==> src/rtl/bg_tile_fetcher.sv <==
// PPU background tile fetcher: owns v, runs the 8-dot NT/AT/PT fetch slot and hands one tile per slot to the shifter.
// Optional BG_FETCH_DUMMY_NT_EN: issue the dummy nametable reads on dots 337 and 339 for mapper address snooping.
module bg_tile_fetcher (
  input  logic        clock,
  input  logic        reset,
  input  logic        clock_EN,
  input  logic        renderEnable,
  input  logic [8:0]  dot,
  input  logic [8:0]  scanline,
  input  logic [14:0] tAddr,
  input  logic        copyAll,
  input  logic        bgTableSel,
  output logic [13:0] vramAddr,
  output logic        vramRead,
  input  logic [7:0]  vramData,
  output logic [14:0] vAddr,
  output logic [7:0]  tileLowByte,
  output logic [7:0]  tileHighByte,
  output logic [1:0]  tileAttr,
  output logic        loadOut
);

  logic [7:0]  nt_byte;
  logic [7:0]  pt_low;
  logic [1:0]  attr_bits;
  logic [1:0]  attr_quad;
  logic        slot_valid;
  logic [14:0] next_v;
  logic        fetch_line;
  logic        fetch_dot;
  logic        fetching;
  logic [2:0]  phase;
  logic [13:0] nt_addr;
  logic [13:0] at_addr;
  logic [13:0] pt_addr_lo;
  logic [13:0] pt_addr_hi;

  function automatic logic [14:0] inc_coarse_x(input logic [14:0] v);
    logic [14:0] r;
    r = v;
    if (v[4:0] == 5'd31) begin
      r[4:0] = 5'd0;
      r[10]  = ~v[10];
    end else begin
      r[4:0] = v[4:0] + 5'd1;
    end
    return r;
  endfunction

  // Coarse Y rows 30/31 hold attribute data; wrapping from 31 must not switch nametables.
  function automatic logic [14:0] inc_y(input logic [14:0] v);
    logic [14:0] r;
    r = v;
    if (v[14:12] != 3'd7) begin
      r[14:12] = v[14:12] + 3'd1;
    end else begin
      r[14:12] = 3'd0;
      if (v[9:5] == 5'd29) begin
        r[9:5] = 5'd0;
        r[11]  = ~v[11];
      end else if (v[9:5] == 5'd31) begin
        r[9:5] = 5'd0;
      end else begin
        r[9:5] = v[9:5] + 5'd1;
      end
    end
    return r;
  endfunction

  assign fetch_line = (scanline <= 9'd239) || (scanline == 9'd261);
  assign fetch_dot  = fetch_line && (((dot >= 9'd1) && (dot <= 9'd256)) ||
                                     ((dot >= 9'd321) && (dot <= 9'd336)));
  assign fetching   = renderEnable && fetch_dot;
  assign phase      = dot[2:0];

  assign nt_addr    = {2'b10, vAddr[11:0]};
  assign at_addr    = {2'b10, vAddr[11:10], 4'b1111, vAddr[9:7], vAddr[4:2]};
  assign pt_addr_lo = {1'b0, bgTableSel, nt_byte, 1'b0, vAddr[14:12]};
  assign pt_addr_hi = {1'b0, bgTableSel, nt_byte, 1'b1, vAddr[14:12]};

  always_comb begin
    next_v = vAddr;
    if (fetching && (phase == 3'd0))
      next_v = inc_coarse_x(next_v);
    if (renderEnable && fetch_line && (dot == 9'd256))
      next_v = inc_y(next_v);
    if (renderEnable && fetch_line && (dot == 9'd257)) begin
      next_v[10]  = tAddr[10];
      next_v[4:0] = tAddr[4:0];
    end
    if (renderEnable && (scanline == 9'd261) && (dot >= 9'd280) && (dot <= 9'd304)) begin
      next_v[14:11] = tAddr[14:11];
      next_v[9:5]   = tAddr[9:5];
    end
    if (copyAll)
      next_v = tAddr;
  end

  // slot_valid marks a slot that began with its phase-1 read; a slot interrupted by a gap in rendering never loads.
  always_ff @(posedge clock or posedge reset) begin
    if (reset) begin
      vAddr        <= 15'd0;
      vramAddr     <= 14'd0;
      vramRead     <= 1'b0;
      tileLowByte  <= 8'd0;
      tileHighByte <= 8'd0;
      tileAttr     <= 2'd0;
      loadOut      <= 1'b0;
      nt_byte      <= 8'd0;
      pt_low       <= 8'd0;
      attr_bits    <= 2'd0;
      attr_quad    <= 2'd0;
      slot_valid   <= 1'b0;
    end else if (clock_EN) begin
      vAddr    <= next_v;
      vramRead <= 1'b0;
      loadOut  <= 1'b0;
      if (!fetching) begin
        slot_valid <= 1'b0;
      end else begin
        case (phase)
          3'd1: begin
            slot_valid <= 1'b1;
            vramRead   <= 1'b1;
            vramAddr   <= nt_addr;
          end
          3'd2: if (slot_valid) nt_byte <= vramData;
          3'd3: if (slot_valid) begin
            vramRead  <= 1'b1;
            vramAddr  <= at_addr;
            attr_quad <= {vAddr[6], vAddr[1]};
          end
          3'd4: if (slot_valid) begin
            case (attr_quad)
              2'd0:    attr_bits <= vramData[1:0];
              2'd1:    attr_bits <= vramData[3:2];
              2'd2:    attr_bits <= vramData[5:4];
              default: attr_bits <= vramData[7:6];
            endcase
          end
          3'd5: if (slot_valid) begin
            vramRead <= 1'b1;
            vramAddr <= pt_addr_lo;
          end
          3'd6: if (slot_valid) pt_low <= vramData;
          3'd7: if (slot_valid) begin
            vramRead <= 1'b1;
            vramAddr <= pt_addr_hi;
          end
          default: if (slot_valid) begin
            tileLowByte  <= pt_low;
            tileHighByte <= vramData;
            tileAttr     <= attr_bits;
            loadOut      <= 1'b1;
          end
        endcase
      end
`ifdef BG_FETCH_DUMMY_NT_EN
      if (renderEnable && fetch_line && ((dot == 9'd337) || (dot == 9'd339))) begin
        vramRead <= 1'b1;
        vramAddr <= nt_addr;
      end
`endif
    end
  end

endmodule

==> config.mk <==
export PLATFORM = sky130hd
export DESIGN_NAME = bg_tile_fetcher
export DESIGN_NICKNAME = d
export VERILOG_FILES = /design/src/rtl/bg_tile_fetcher.sv
export SDC_FILE = /design/constraint.sdc
export NUM_CORES = 1
export LEC_CHECK = 0
export CORE_MARGIN = 2
export CORE_UTILIZATION = 45
export CTS_BUF_LIST = sky130_fd_sc_hd__clkbuf_8
export DETAILED_ROUTE_END_ITERATION = 8
export PLACE_DENSITY = 0.9
export SLEW_MARGIN = 20
export SYNTH_ARGS = -nofsm -noshare
export SYNTH_HDL_FRONTEND = slang
export SYNTH_SLANG_ARGS = --single-unit
==> constraint.sdc <==
create_clock -name clock -period 2.1 [get_ports clock]
set_input_delay 0.42 -clock clock [delete_from_list [all_inputs] [get_ports clock]]
set_output_delay 0.42 -clock clock [all_outputs]
set_load 0.01 [all_outputs]
## After elaboration in Yosys (flattened, before gate mapping)

Index checks and enable logic that the tools add are counted.

- Bits in registers: 70
- Input bits: 47
- Output and inout bits: 49
- Word-level logic and storage cells: 97

- Add/sub/neg operators: 3
- $lt $le $gt $ge: 7
- Eq/ne operators: 20
- Multiplexer cells: 27
- Bitwise operators: 3
- Reductions and logical operators: 25

Operators with widths:

| operator | number |
|---|---|
| $pmux 14 s4 | 1 |
| $mux 14 | 3 |
| $mux 15 | 2 |
| $mux 5 | 6 |
| $eq 9x9->1 const B | 3 |
| $le 9x9->1 const B | 3 |
| $reduce_and 4->1 | 5 |
| $ge 9x9->1 const B | 2 |
| $eq 5x5->1 const B | 3 |
| $eq 3x3->1 const B | 4 |
| $logic_and 1x1->1 | 11 |
| $mux 11 | 1 |
| $add 5x1->5 const B | 2 |
| $mux 1 | 10 |
| $ge 9x1->1 const B | 1 |
| $le 9x8->1 const B | 1 |
| $reduce_or 7->1 | 1 |
| $eq 3x2->1 const B | 2 |
| $ne 2x2->1 const B | 3 |
| $pmux 2 s3 | 1 |
| $reduce_and 6->1 | 1 |
| $mux 4 | 1 |
| $reduce_bool 4->1 | 1 |
| $add 3x1->3 const B | 1 |
| 13 further kinds | 16 |

## Depth between registers and ports, before layout

- Word-level depth: 14
- Mapped depth: 9
- Depth with buffers taken out: 7

## Worst setup path before layout

No wires, ideal clock.

- Kind: input to register
- Start point: in scanline[7]
- End point: reg vAddr[4]
- Setup time: 0.125 ns
- Arrival: 2.156 ns
- Required time: 1.975 ns
- Setup slack: -0.180 ns
- Stages on the path: 7
- Path buffers: 1
- Path through: nor4b_1 > nand4b_1 > a211oi_2 > or2_2 > buf_2 > mux2_2 > mux2_2

- Longest elaborated chain between the ends: 9
- Elaborated cells on any way between the ends: 12
- Classes of those cells: order compare: 1; eq/ne: 1; mux: 4; reduce/logical: 6

Ends and longest elaborated chain:

| what | line | text |
|---|---|---|
| start: declaration | 9 | `input logic [8:0] scanline,` |
| $le 9x8->1 / $eq 9x9->1 (equally long branches) | 70 | `assign fetch_line = (scanline <= 9'd239) \|\| (scanline == 9'd261);` |
| $logic_or 1x1->1 * | 70 |  |
| $logic_and 1x1->1 | 71 | `assign fetch_dot = fetch_line && (((dot >= 9'd1) && (dot <= 9'd256)) \|\|` |
| $logic_and 1x1->1 | 73 | `assign fetching = renderEnable && fetch_dot;` |
| $logic_and 1x1->1 | 83 | `if (fetching && (phase == 3'd0))` |
| $mux 11 | 83 |  |
| $mux 15 | 85 | `if (renderEnable && fetch_line && (dot == 9'd256))` |
| $mux 5 * | 87 | `if (renderEnable && fetch_line && (dot == 9'd257)) begin` |
| $mux 15 * | 95 | `if (copyAll)` |
| end signal: assignment | 115 | `vAddr <= next_v;` |
| end: declaration | 16 | `output logic [14:0] vAddr,` |

Mark *: on every way between the ends. The rest lies on a longest branch, timed or not.
A chain may end at the register's enable or synchronous reset.

## Worst setup path in the final report

- Start point: in dot[8]
- End point: reg nt_byte[5]

- Longest elaborated chain between the ends: 6
- Elaborated cells on any way between the ends: 10
- Classes of those cells: order compare: 4; reduce/logical: 6

Ends and longest elaborated chain:

| what | line | text |
|---|---|---|
| start: declaration | 8 | `input logic [8:0] dot,` |
| $ge 9x1->1, or another cell as far along | 71 |  |
| $logic_and 1x1->1 (on tied branches) | 71, 72 |  |
| $logic_or 1x1->1 * | 71 |  |
| $logic_and 1x1->1 * | 71 |  |
| $logic_and 1x1->1 * | 73 |  |
| $reduce_and 4->1 (no source line) * | -- |  |
| end signal: assignment | 127 | `3'd2: if (slot_valid) nt_byte <= vramData;` |
| end: declaration | 23 | `logic [7:0] nt_byte;` |

Marks and branches as above.

==> impl_metrics.py <==
metrics = {
    "floorplanning": {
        "die_y_um": 93.38,
        "die-area_um2": 8719,
        "core_um2": 7727,
        "die_w_um": 93.38,
        "rows": 32,
        "ios": 96,
        "initial_core_util": 0.4652,
    },
    "power_and_ir_drop": {
        "p_seq_frac": 0.403,
        "pwr-share-clk": 0.326,
        "power_switching_uw": 1125,
        "internal-power_uw": 2751,
        "share_comb_of_total_power": 0.272,
        "swShare": 0.2903,
        "peakVddDrop_mv": 0.4715,
        "power_density_nw_per_um2": 698.6,
        "power.leakage_uw": 0.002625,
    },
    "synthesis": {
        "yosysSeqAreaShare": 0.4873,
        "netlist.area_leader.share": 0.4873,
        "avgSynthCellArea_um2": 11.16,
        "synth_edf_count": 0,
        "synthesis.area_um2": 3595,
        "async_reset_ff_frac": 1.000,
        "yosys.area.top_type": "dfrtp_1",
        "synth_area_leaders": "dfrtp_1 49%, mux2_2 10%, mux2_4 3.8%, o21ai_0 3.8%, nand2_1 3.2%",
        "synthDistinctLibCells": 56,
        "ys_ff_latch": 70,
        "yosysMostFrequentCell": "dfrtp_1",
        "synthFlopType": "dfrtp_1",
        "synth.top_cells.by_count": "70 x dfrtp_1, 33 x mux2_2, 31 x nand2_1",
        "yosysWarningCount": 0,
        "syn_nets": 376,
        "netlist_instances": 322,
    },
    "clocking": {
        "clockRootBuffer": "clkbuf_8",
        "ctsLongestPathBuffers": 2,
        "cts.htree.levels": 3,
        "cts_sinks": 70,
        "cts_tree": "built",
        "cts_hold_buf": 0,
        "insertion_delay_ps": 350,
        "cts.clk_slew.worst_paths_ps": 80,
        "cts_made_buffers": 9,
    },
    "worst_setup_path": {
        "crit_slowest_cell": "clkdlybuf4s50_1",
        "end_kind": "flop",
        "reg2regPathDepth": 7,
        "critPathRequiredTime_ps": 2330,
        "critical-path-max-stage-delay_ps": 470,
        "crit_path_max_fanout": 8,
        "start_kind": "input port",
        "critPathMostFrequentCell": "buf_6",
        "r2r_setup_slack_ps": 140,
        "crit_type": "input port to flop",
        "rr_endpoint": "vAddr[2]",
        "reg2reg_from": "vAddr[0]",
        "crit_chain": "clkdlybuf4s50_1 > buf_4 > nor2_1 > and3_2 > nor3_4 > buf_6 > buf_6 > nand4b_4 > buf_8 > mux2_4",
        "cp.arrival_ps": 2350,
    },
    "status": {
        "violations": "setup timing",
        "status": "finished, violations left",
    },
    "detailed_routing": {
        "ant_nets": 0,
        "wl_met2_um": 5854,
        "drc_errors": 0,
        "vias": 3419,
        "m1WireLength_um": 4610,
        "first_pass_iters": 5,
        "wirelength_um": 11530,
        "drt-vias-per-instance": 5.864,
        "drtIter0Drc": 324,
        "route.top_layer_used": "met4",
        "wl_met3_um": 665,
        "avgRoutedWirePerCell_um": 19.78,
    },
    "sta": {
        "whs_ps": 409.7,
        "worst_clock_skew_ps": 10.41,
        "slew_violations": 0,
        "setup_viol": 2,
        "worst_slew_pin_slew_ps": 461.0,
        "finalCritPeriodShare": 1.010,
        "rsz0062_at_grt": "yes",
        "final.min_clock_period_ps": 2120,
        "hold_violations": 0,
        "max_freq_ghz": 0.4716,
        "relSlewSlack": 0.6927,
        "setup_ws_ps": -20.44,
        "fin_tns_setup_ps": -22.81,
    },
    "global_route": {
        "grt_first_pass_wirelength_um": 17860,
        "gr-usage-all-layers": 0.2678,
        "first_global_vias": 3504,
        "grt_max_degree": 30,
        "overflow": 0,
        "antenna_found_initial": 0,
    },
    "cells_and_area": {
        "final_layout_size_suffix_gt1_frac": 0.3430,
        "instances_no_fill": 583,
        "area_delta_synth_final_pct": 54.33,
        "antenna_cells": 0,
        "nets": 530,
    },
    "placement": {
        "globalplace.congestion": 0.9383,
        "portBuffers": 95,
        "dpl.hpwl_um": 7402,
        "dp_cells": 553,
    },
    "job": {
        "cap_violations": 0,
    },
    "min_path": {
        "holdCritPathClass": "input port to asynchronous set/reset pin",
    },
}
[flip-flops by register name, indices dropped and copies added, names as in the netlist]
signal        flops
loadOut           1
tileLowByte       8
attr_quad         2
vramAddr         14
tileHighByte      8
vramRead          1
vAddr            15
attr_bits         2
pt_low            8
tileAttr          2
slot_valid        1
nt_byte           8
[through the flow]
step / power, uW / util / setup WS (ps) / instance area [um^2]
global placement: 2513 / 0.6524 / -585.2 / 5041
global route: 4027 / 0.7179 / -104.3 / 5548
detailed placement: 2549 / 0.6524 / -748.9 / 5041
floorplan: 1981 / - / -87.85 / 3642
CTS: 3822 / 0.7076 / 2.565 / 5468
finish: 3876 / 0.7179 / -20.44 / 5548
[power groups by stage]
stage	Combinational (uW)	Clock (uW)	Sequential [uW]
3_5_place_dp	968	0	1580
3_3_place_gp	939	0	1570
6_report	1050	1260	1560
2_1_floorplan	338	0	1640
4_1_cts	1010	1260	1560
5_1_grt	1130	1320	1570
[routing by layer]
metal | vias to the layer above | global-route usage
li1 | 1509 | -
met4 | 0 | 0.1091
met1 | 1706 | 0.3395
met2 | 162 | 0.4544
met3 | 42 | 0.04593
met5 | - | 0
[worst max-delay path, delay by kind of cell]
kind | cells | cell delay [ps]
buffers and inverters | 5 | 1050
AND/OR/NAND/NOR | 4 | 590
multiplexers | 1 | 290
[cells by family (layout without fill, tap and decap cells)]
kind of cell | count (synthesis) | after routing | share of synthesized area
compound gates | 74 | 74 | 0.1323
fa+ha+maj | 7 | 7 | 0.02436
buf+inv | 28 | 187 | 0.03515
flops | 70 | 70 | 0.4873
mux | 49 | 49 | 0.1674
simple gates | 94 | 94 | 0.1535
[worst max path at each step]
stage,startpoint,to,cells past startpoint,slack (ps)
after floorplan,scanline[3],tileAttr[0],7,-90
after global placement,dot[0],vAddr[7],9,-590
after detailed placement,scanline[0],vAddr[8],7,-750
after CTS,scanline[3],nt_byte[5],11,3
after global routing,dot[0],nt_byte[5],11,-100
final,dot[8],nt_byte[5],10,-20
[repair_timing]
item                       4_1_cts  5_1_grt
cloned                           2        0
pin swaps                       11       10
gates resized for setup         43       50
setup endpoints to repair       67       49
buffers inserted                 9        3
[final cells by class]
class	count	area [um^2]
multi-input cells	224	1906
repair buffers	158	1478
flip-flops and latches	70	1752
clock inverters	5	81.33
inverters	13	52.55
fillers	479	2180
clock buffers	11	151.4
well taps	102	127.6
[cells in the final DEF, fill, tap and decap left out, drive strengths merged, types with 3 or more instances in the layout]
master	Yosys	routed
dlygate4sd2	0	4
clkbuf	9	19
nor2b	3	3
mux2i	5	5
o21ai	30	30
dfrtp	70	70
nand4	9	9
o311ai	4	4
nor3	8	8
o22ai	4	4
clkdlybuf4s50	0	77
inv	13	12
nor4b	3	3
nor2	10	10
ha	7	7
a22oi	5	5
nand2	31	31
mux2	42	42
a31oi	4	4
nand3	9	9
and3	6	6
a21oi	10	10
buf	6	66
a22o	6	6
Power figures use the tool's default switching activity.
